**src/rtl/jtdsp16_cache.sv**
```systemverilog
// jtdsp16_cache
//   Instruction cache and hardware loop controller for the DSP16 core.
//   A "do K { N instructions }" captures N words from the program ROM while
//   they execute (FILL), then replays them from internal registers K-1 more
//   times while the program counter is held (REPLAY). A later "redo K"
//   replays the cached block K times.
//
// Ports
//   clk         system clock
//   rst         synchronous, active-high reset
//   cen         clock enable, one instruction word consumed per cen cycle
//   rom_dout    instruction word from program ROM
//   do_start    start a do loop (sampled on cen, IDLE only)
//   redo_start  replay the last cached block (sampled on cen, IDLE only)
//   ni          number of words in the block (clamped to DEPTH)
//   k           iteration count
//   cache_dout  instruction word from the cache (0 outside REPLAY)
//   use_cache   decoder takes cache_dout instead of rom_dout
//   pc_halt     hold the program counter
//   busy        loop active (FILL or REPLAY), masks interrupts
//   valid       cache holds a complete block
//   iter_left   iterations remaining, including the current one
//   loop_end    pulse while the final word of the final iteration is consumed
//
// state  | meaning
// IDLE   | no loop active, requests accepted
// FILL   | first iteration executes from ROM, words captured into the cache
// REPLAY | remaining iterations execute from the cache, PC held

module jtdsp16_cache #(
  parameter int DW    = 16,
  parameter int DEPTH = 15,
  parameter int CW    = 7,
  parameter int AW    = $clog2(DEPTH+1)
) (
  input  logic          clk,
  input  logic          rst,
  input  logic          cen,
  input  logic [DW-1:0] rom_dout,
  input  logic          do_start,
  input  logic          redo_start,
  input  logic [AW-1:0] ni,
  input  logic [CW-1:0] k,
  output logic [DW-1:0] cache_dout,
  output logic          use_cache,
  output logic          pc_halt,
  output logic          busy,
  output logic          valid,
  output logic [CW-1:0] iter_left,
  output logic          loop_end
);

  typedef enum logic [1:0] {
    S_IDLE   = 2'd0,
    S_FILL   = 2'd1,
    S_REPLAY = 2'd2
  } state_t;

  state_t        state, state_nx;
  logic [DW-1:0] mem [DEPTH];
  logic [AW-1:0] wptr, rptr, nlat;
  logic [AW-1:0] nlat_in, nlat_m1;
  logic          do_go, redo_go, last_word, final_iter;

  // Widened compare keeps the clamp meaningful for any DEPTH/AW pairing.
  assign nlat_in    = (32'(ni) > DEPTH) ? AW'(DEPTH) : ni;
  assign nlat_m1    = nlat - AW'(1);
  assign final_iter = (iter_left == CW'(1));

  always_ff @(posedge clk) begin
    if (rst)      state <= S_IDLE;
    else if (cen) state <= state_nx;
  end

  always_comb begin
    state_nx   = state;
    cache_dout = '0;
    use_cache  = 1'b0;
    pc_halt    = 1'b0;
    busy       = 1'b0;
    do_go      = 1'b0;
    redo_go    = 1'b0;
    last_word  = 1'b0;
    case (state)
      S_IDLE: begin
        do_go   = do_start && (ni != '0) && (k != '0);
        // do_start has priority even when the do request itself is rejected
        redo_go = !do_start && redo_start && valid && (k != '0);
        if (do_go)        state_nx = S_FILL;
        else if (redo_go) state_nx = S_REPLAY;
      end
      S_FILL: begin
        busy      = 1'b1;
        last_word = (wptr == nlat_m1);
        if (last_word) state_nx = final_iter ? S_IDLE : S_REPLAY;
      end
      S_REPLAY: begin
        busy       = 1'b1;
        use_cache  = 1'b1;
        pc_halt    = 1'b1;
        cache_dout = mem[rptr];
        last_word  = (rptr == nlat_m1);
        if (last_word && final_iter) state_nx = S_IDLE;
      end
      default: state_nx = S_IDLE;
    endcase
    loop_end = cen && !rst && last_word && final_iter;
  end

  always_ff @(posedge clk) begin
    if (rst) begin
      wptr      <= '0;
      rptr      <= '0;
      nlat      <= '0;
      iter_left <= '0;
      valid     <= 1'b0;
    end else if (cen) begin
      case (state)
        S_IDLE: begin
          if (do_go) begin
            nlat      <= nlat_in;
            iter_left <= k;
            wptr      <= '0;
            valid     <= 1'b0;
          end else if (redo_go) begin
            iter_left <= k;
            rptr      <= '0;
          end
        end
        S_FILL: begin
          if (last_word) begin
            valid     <= 1'b1;
            rptr      <= '0;
            // reaches 0 when this was the only iteration
            iter_left <= iter_left - CW'(1);
          end else begin
            wptr <= wptr + AW'(1);
          end
        end
        S_REPLAY: begin
          if (last_word) begin
            iter_left <= iter_left - CW'(1);
            rptr      <= '0;
          end else begin
            rptr <= rptr + AW'(1);
          end
        end
        default: ;
      endcase
    end
  end

  // Cache storage is deliberately left out of reset.
  always_ff @(posedge clk) begin
    if (!rst && cen && state == S_FILL) mem[wptr] <= rom_dout;
  end

endmodule

```
**config.mk**
```make
export PLATFORM = sky130hd
export DESIGN_NAME = jtdsp16_cache
export DESIGN_NICKNAME = d
export VERILOG_FILES = /design/src/rtl/jtdsp16_cache.sv
export SDC_FILE = /design/constraint.sdc
export NUM_CORES = 1
export LEC_CHECK = 0
export ABC_AREA = 1
export BUFFER_PORTS_ARGS = -buffer_cell sky130_fd_sc_hd__buf_2
export CAP_MARGIN = 10
export CORE_MARGIN = 1
export CORE_UTILIZATION = 25
export DETAILED_ROUTE_END_ITERATION = 10
export GPL_ROUTABILITY_DRIVEN = 0
export HOLD_SLACK_MARGIN = 0.02
export SETUP_SLACK_MARGIN = 0.15
export SYNTH_ARGS = -nofsm -noshare
export SYNTH_HDL_FRONTEND = slang
export SYNTH_SLANG_ARGS = --single-unit
```
**constraint.sdc**
```tcl
create_clock -name clk -period 4.7 [get_ports clk]
set_input_delay 0.47 -clock clk [delete_from_list [all_inputs] [get_ports clk]]
set_output_delay 0.47 -clock clk [all_outputs]
set_load 0.03 [all_outputs]
```
# --- After elaboration in Yosys (flattened, before gate mapping) ---
# Memories as Yosys holds them, arrays and structs flattened. A register that Yosys moved wholly into a read port is not among the register bits.
# Index checks and enable logic that the tools add are counted.
# W data, S select, Z words.
classes:
  reduce_logical: 25
  mux: 31
  n_addsub: 4
  eq_ne: 15
ops:
  columns: ["cell", "count"]
  rows:
  - ["$mux W4", 8]
  - ["$mux W7", 3]
  - ["$mux W16", 1]
  - ["$reduce_and A4 Y1", 4]
  - ["$ne A2 B2 Y1 const B", 7]
  - ["$pmux W7 S2", 1]
  - ["$pmux W4 S3", 1]
  - ["$logic_and A1 B1 Y1", 10]
  - ["$mux W2", 5]
  - ["$add A4 B1 Y4 const B", 2]
  - ["$eq A4 B4 Y1", 2]
  - ["$mux W1", 8]
  - ["$pmux W4 S2", 1]
  - ["$eq A7 B1 Y1 const B", 1]
  - ["$reduce_bool A7 Y1", 1]
  - ["$sub A7 B1 Y7 const B", 1]
  - ["$ne A3 B3 Y1 const B", 2]
  - ["$pmux W2 S3", 1]
  - ["$reduce_and A5 Y1", 1]
  - ["$pmux W1 S2", 2]
  - ["$reduce_bool A2 Y1", 2]
  - ["$reduce_bool A4 Y1", 1]
  - ["$sub A4 B1 Y4 const B", 1]
  - ["$reduce_and A3 Y1", 1]
  - ["7 further kinds", 8]
word_totals:
  in_bits: 32
  wordCells: 82
  out_inout_bits: 28
  register_bits: 22
  ramBits: 240
  n_memories: 1
memory_table:
  columns: ["name", "words", "width", "read_ports", "rd_ports_with_merged_regs", "write_ports", "line", "source"]
  rows:
  - ["mem", 15, 16, 1, 1, 1, "60", "logic [DW-1:0] mem [DEPTH];"]

# --- Logic depth before layout (Yosys ltp) ---
logic_depth:
  word_depth: 10
  depth_mapped: 15
  ltp_nobuf: 15

# --- Worst setup path after synthesis ---
# OpenSTA, ideal clock, no wires.
synth_timing:
  path_kind: "flip-flop to flip-flop"
  start: "register state[1]"
  end: "memory mem[3][0], enable pin"
  path_stages_with_launch: 8
  arrival_time_ns: 2.411
  path_slack_ns: 1.880
  synth_period_minus_slack_ns: 2.820
  required_ns: 4.291
  n_path_buf: 1
  setup_time_ns: 0.409
  path_cell_list: "dfxtp_1 -> inv_1 -> ha_1 -> buf_2 -> inv_1 -> nor3_1 -> inv_1 -> nor3_1"
synth_via:
  elab_chain_cells: 4
synth_lines:
  columns: ["element", "line", "source"]
  rows:
  - ["start: declaration", "59", "state_t state, state_nx;"]
  - ["start signal: assignment", "72", "else if (cen) state <= state_nx;"]
  - ["$eq A2 B1 Y1", "155", "if (!rst && cen && state == S_FILL) mem[wptr] <= rom_dout;"]
  - ["$logic_and A1 B1 Y1", "155", null]
  - ["$mux W1", "155", null]
  - ["$mux W1 (implied by the code)", "155", null]
  - ["end: declaration", "60", null]
# Every way passes these cells.

==> results.cfg <==
[status]
status = completed

[power]
leakage_nw = 4.37
ir_worst_vdd_mv = 0.260
cellPowerDensity_nw_per_um2 = 385

[worst_setup_path]
critPathBufInv = 2
crit_chain = buf_4 -> o21ai_0 -> o22ai_1 -> nand2_1 -> a311oi_1 -> buf_2
worstSetupEndpointType = output port
cp_slowest_stage_delay_ns = 0.70
slowest_stage = dfxtp_4
cp-start-kind = flip-flop
worstPathArrival_ns = 3.44
path_delay_family = compound AO/OA/AOI/OAI gates
cp.required_ns = 4.23
critPathMaxFanout = 62
worstSetupPathType = flip-flop to output port

[route]
wl_met3_um = 1730
vias = 7610
ant_nets = 0
wl_per_cell_um = 17.6
wl_um = 28600
top_layer = met5
drtIter0Drc = 667
drt_pass1_iterations = 5
drc = 0
drt-met1-wl_um = 13300
viasPerCell = 4.68
dr_wl_met2_um = 13000

[global_routing]
grt_max_degree = 67
grt_pass1_vias = 7427
grt_overflow = 0
track_usage_pct = 12.6
grt_pass1_wl_um = 43800
grt_antenna_before_repair = 2

[placement]
post-place-ws_ns = 1.49
port_buffers = 59
place_hpwl_um = 17900

[finish]
fillers = 4448
area_growth_pct = 15.9
utilization_pct = 29.6
fin_nets = 1066
layout-drive-gt1-share_pct = 13.7

[cts]
clock_latency_ns = 0.54
h-tree-depth = 1
numCtsBuffers = 27
cts_tree = yes
clock_path_buffers = 3
clk_pin_slew_worst_paths_ns = 0.06
cts_root_buf = clkbuf_16
ctsResizeCount = 0
cts_num_sinks = 266
cts_hold_buf = 0
post-cts-setup-buffers = 0

[sta]
finalSetupViolCount = 0
fin_worst_skew_ns = 0.0165
tightestPinTransition_ns = 1.09
fin_crit_sh_pct = 83.2
hold_viol = 0
max_freq_mhz = 256
finalWorstSetupSlack_ns = 0.790
fin_setup_tns_ns = 0
finalMaxSlewViolations = 0
rsz0062_at_grt = no
relSlewSlack_pct = 27.5
min_period_ns = 3.91
timing.hold.ws_ns = 0.232

[synthesis]
synthTopCellsByArea = edfxtp_1 (65%), nand2_1 (5.4%), o21ai_0 (5.0%)
syn-num-nets = 1019
yosys.area.top_type_share_pct = 64.8
synthCells = 975
ys_seq_area_share_pct = 69.5
synthFlopType = edfxtp_1
synthArstFlopShare_pct = 0
synth_edf_count = 240
netlist_area_um2 = 11100
synthDistinctLibCells = 32
ys_warn_count = 0
synth_top_cell_by_area = edfxtp_1
syn-mean-instance-area_um2 = 11.4
ys_seq_elements = 266

[worst_hold_path]
hold_path.class = input pin to flip-flop

[job]
cap_violations = 0

[floorplan]
rows = 76
core_area_um2 = 43500
pin_count = 60
dieWidth_um = 213
die_area_um2 = 45300
die_height_um = 213
start_util_pct = 25.6
==> through the flow <==
stage / instances / total power [mW] / instance area (um^2)
4_1_cts: 1626 / 4.99 / 12900
5_1_grt: 1627 / 5.11 / 12900
6_report: 1627 / 4.95 / 12900
2_1_floorplan: 975 / 2.87 / 11100
3_5_place_dp: 1578 / 2.99 / 12100
3_3_place_gp: 1578 / 2.98 / 12100
==> cells in the mapped netlist, types with 4 or more instances <==
| cell | number |
|---|---|
| o21ai_0 | 110 |
| nand3_1 | 36 |
| nor2_1 | 143 |
| nor3_1 | 11 |
| buf_2 | 13 |
| edfxtp_1 | 240 |
| ha_1 | 12 |
| dfxtp_1 | 26 |
| a31oi_1 | 7 |
| nand2_1 | 159 |
| a311oi_1 | 16 |
| inv_1 | 30 |
| a21oi_1 | 53 |
| o22ai_1 | 35 |
| nand2_2 | 5 |
| nand4_1 | 5 |
| buf_1 | 4 |
| inv_2 | 5 |
| clkbuf_1 | 34 |
| o211ai_1 | 7 |
| xor2_1 | 7 |
==> power breakdown <==
group | internal [mW] | total [mW] | switching (mW) | leakage [nW]
clock | 1.15 | 2.02 | 0.861 | 0.404
combinational | 0.0935 | 0.332 | 0.239 | 1.59
sequential | 2.59 | 2.61 | 0.0164 | 2.37
total | 3.84 | 4.95 | 1.12 | 4.37
==> cell usage in the layout, fill, tap and decap left out, types with 16 or more instances in the layout <==
| master | instances |
|---|---|
| buf_2 | 59 |
| clkbuf_16 | 27 |
| o22ai_1 | 35 |
| edfxtp_1 | 240 |
| nand3_1 | 36 |
| nor2_1 | 131 |
| nand2_1 | 159 |
| dfxtp_1 | 24 |
| inv_1 | 29 |
| o21ai_0 | 110 |
| a21oi_1 | 53 |
| a311oi_1 | 16 |
==> sequential cells by signal, summed over array words and instances (netlist names), named ones only <==
signal,flops
valid,1
iter_left,7
wptr,4
state,2
nlat,4
mem,240
rptr,4
==> per-layer routing <==
layer  track usage, %  up-vias
li1                 -     3600
met1             17.6     3727
met2             19.9      237
met3             2.56       44
met4             3.52        2
met5                0        -
==> cell families (layout without fill, tap and decap cells) <==
group           Yosys count  after routing  synth area share (%)
simple gates            366            366                  13.4
buf+inv                  91            157                  3.32
flops                   266            266                  69.5
other cells               0              1                     0
compound gates          231            231                  11.7
xor+xnor                  9              9                 0.709
fa+ha+maj                12             12                  1.35
==> final timing paths <==
| path | start | to | slack [ns] | cells after the start |
|---|---|---|---|---|
| hold reg to reg | valid | valid | 0.49 | 2 |
| hold / removal | ni[1] | nlat[1] | 0.23 | 3 |
| setup / recovery | flip-flop | cache_dout[15] | 0.79 | 6 |
| setup reg to reg | state[1] | mem[9][15] | 1.56 | 6 |
==> final cells by class <==
| type | instances | area (um^2) | area share (%) |
|---|---|---|---|
| timing repair buffer | 71 | 385 | 2.99 |
| multi-input combinational | 618 | 3070 | 23.8 |
| inverter | 38 | 144 | 1.12 |
| antenna | 1 | 2.50 | 0.0194 |
| clock buffer | 38 | 747 | 5.80 |
| sequential | 266 | 7730 | 60.0 |
| tap | 585 | 732 | 5.68 |
| clock inverter | 10 | 73.8 | 0.573 |
==> worst reg2reg max path, delay by kind of cell, from the launching register on <==
kind                       cells  cell delay [ns]
and+or+nand+nor                3             1.67
DFF                            1             0.33
adders and majority gates      1             0.45
buffers and inverters          2             0.29
(Power assumes the default switching activity.)
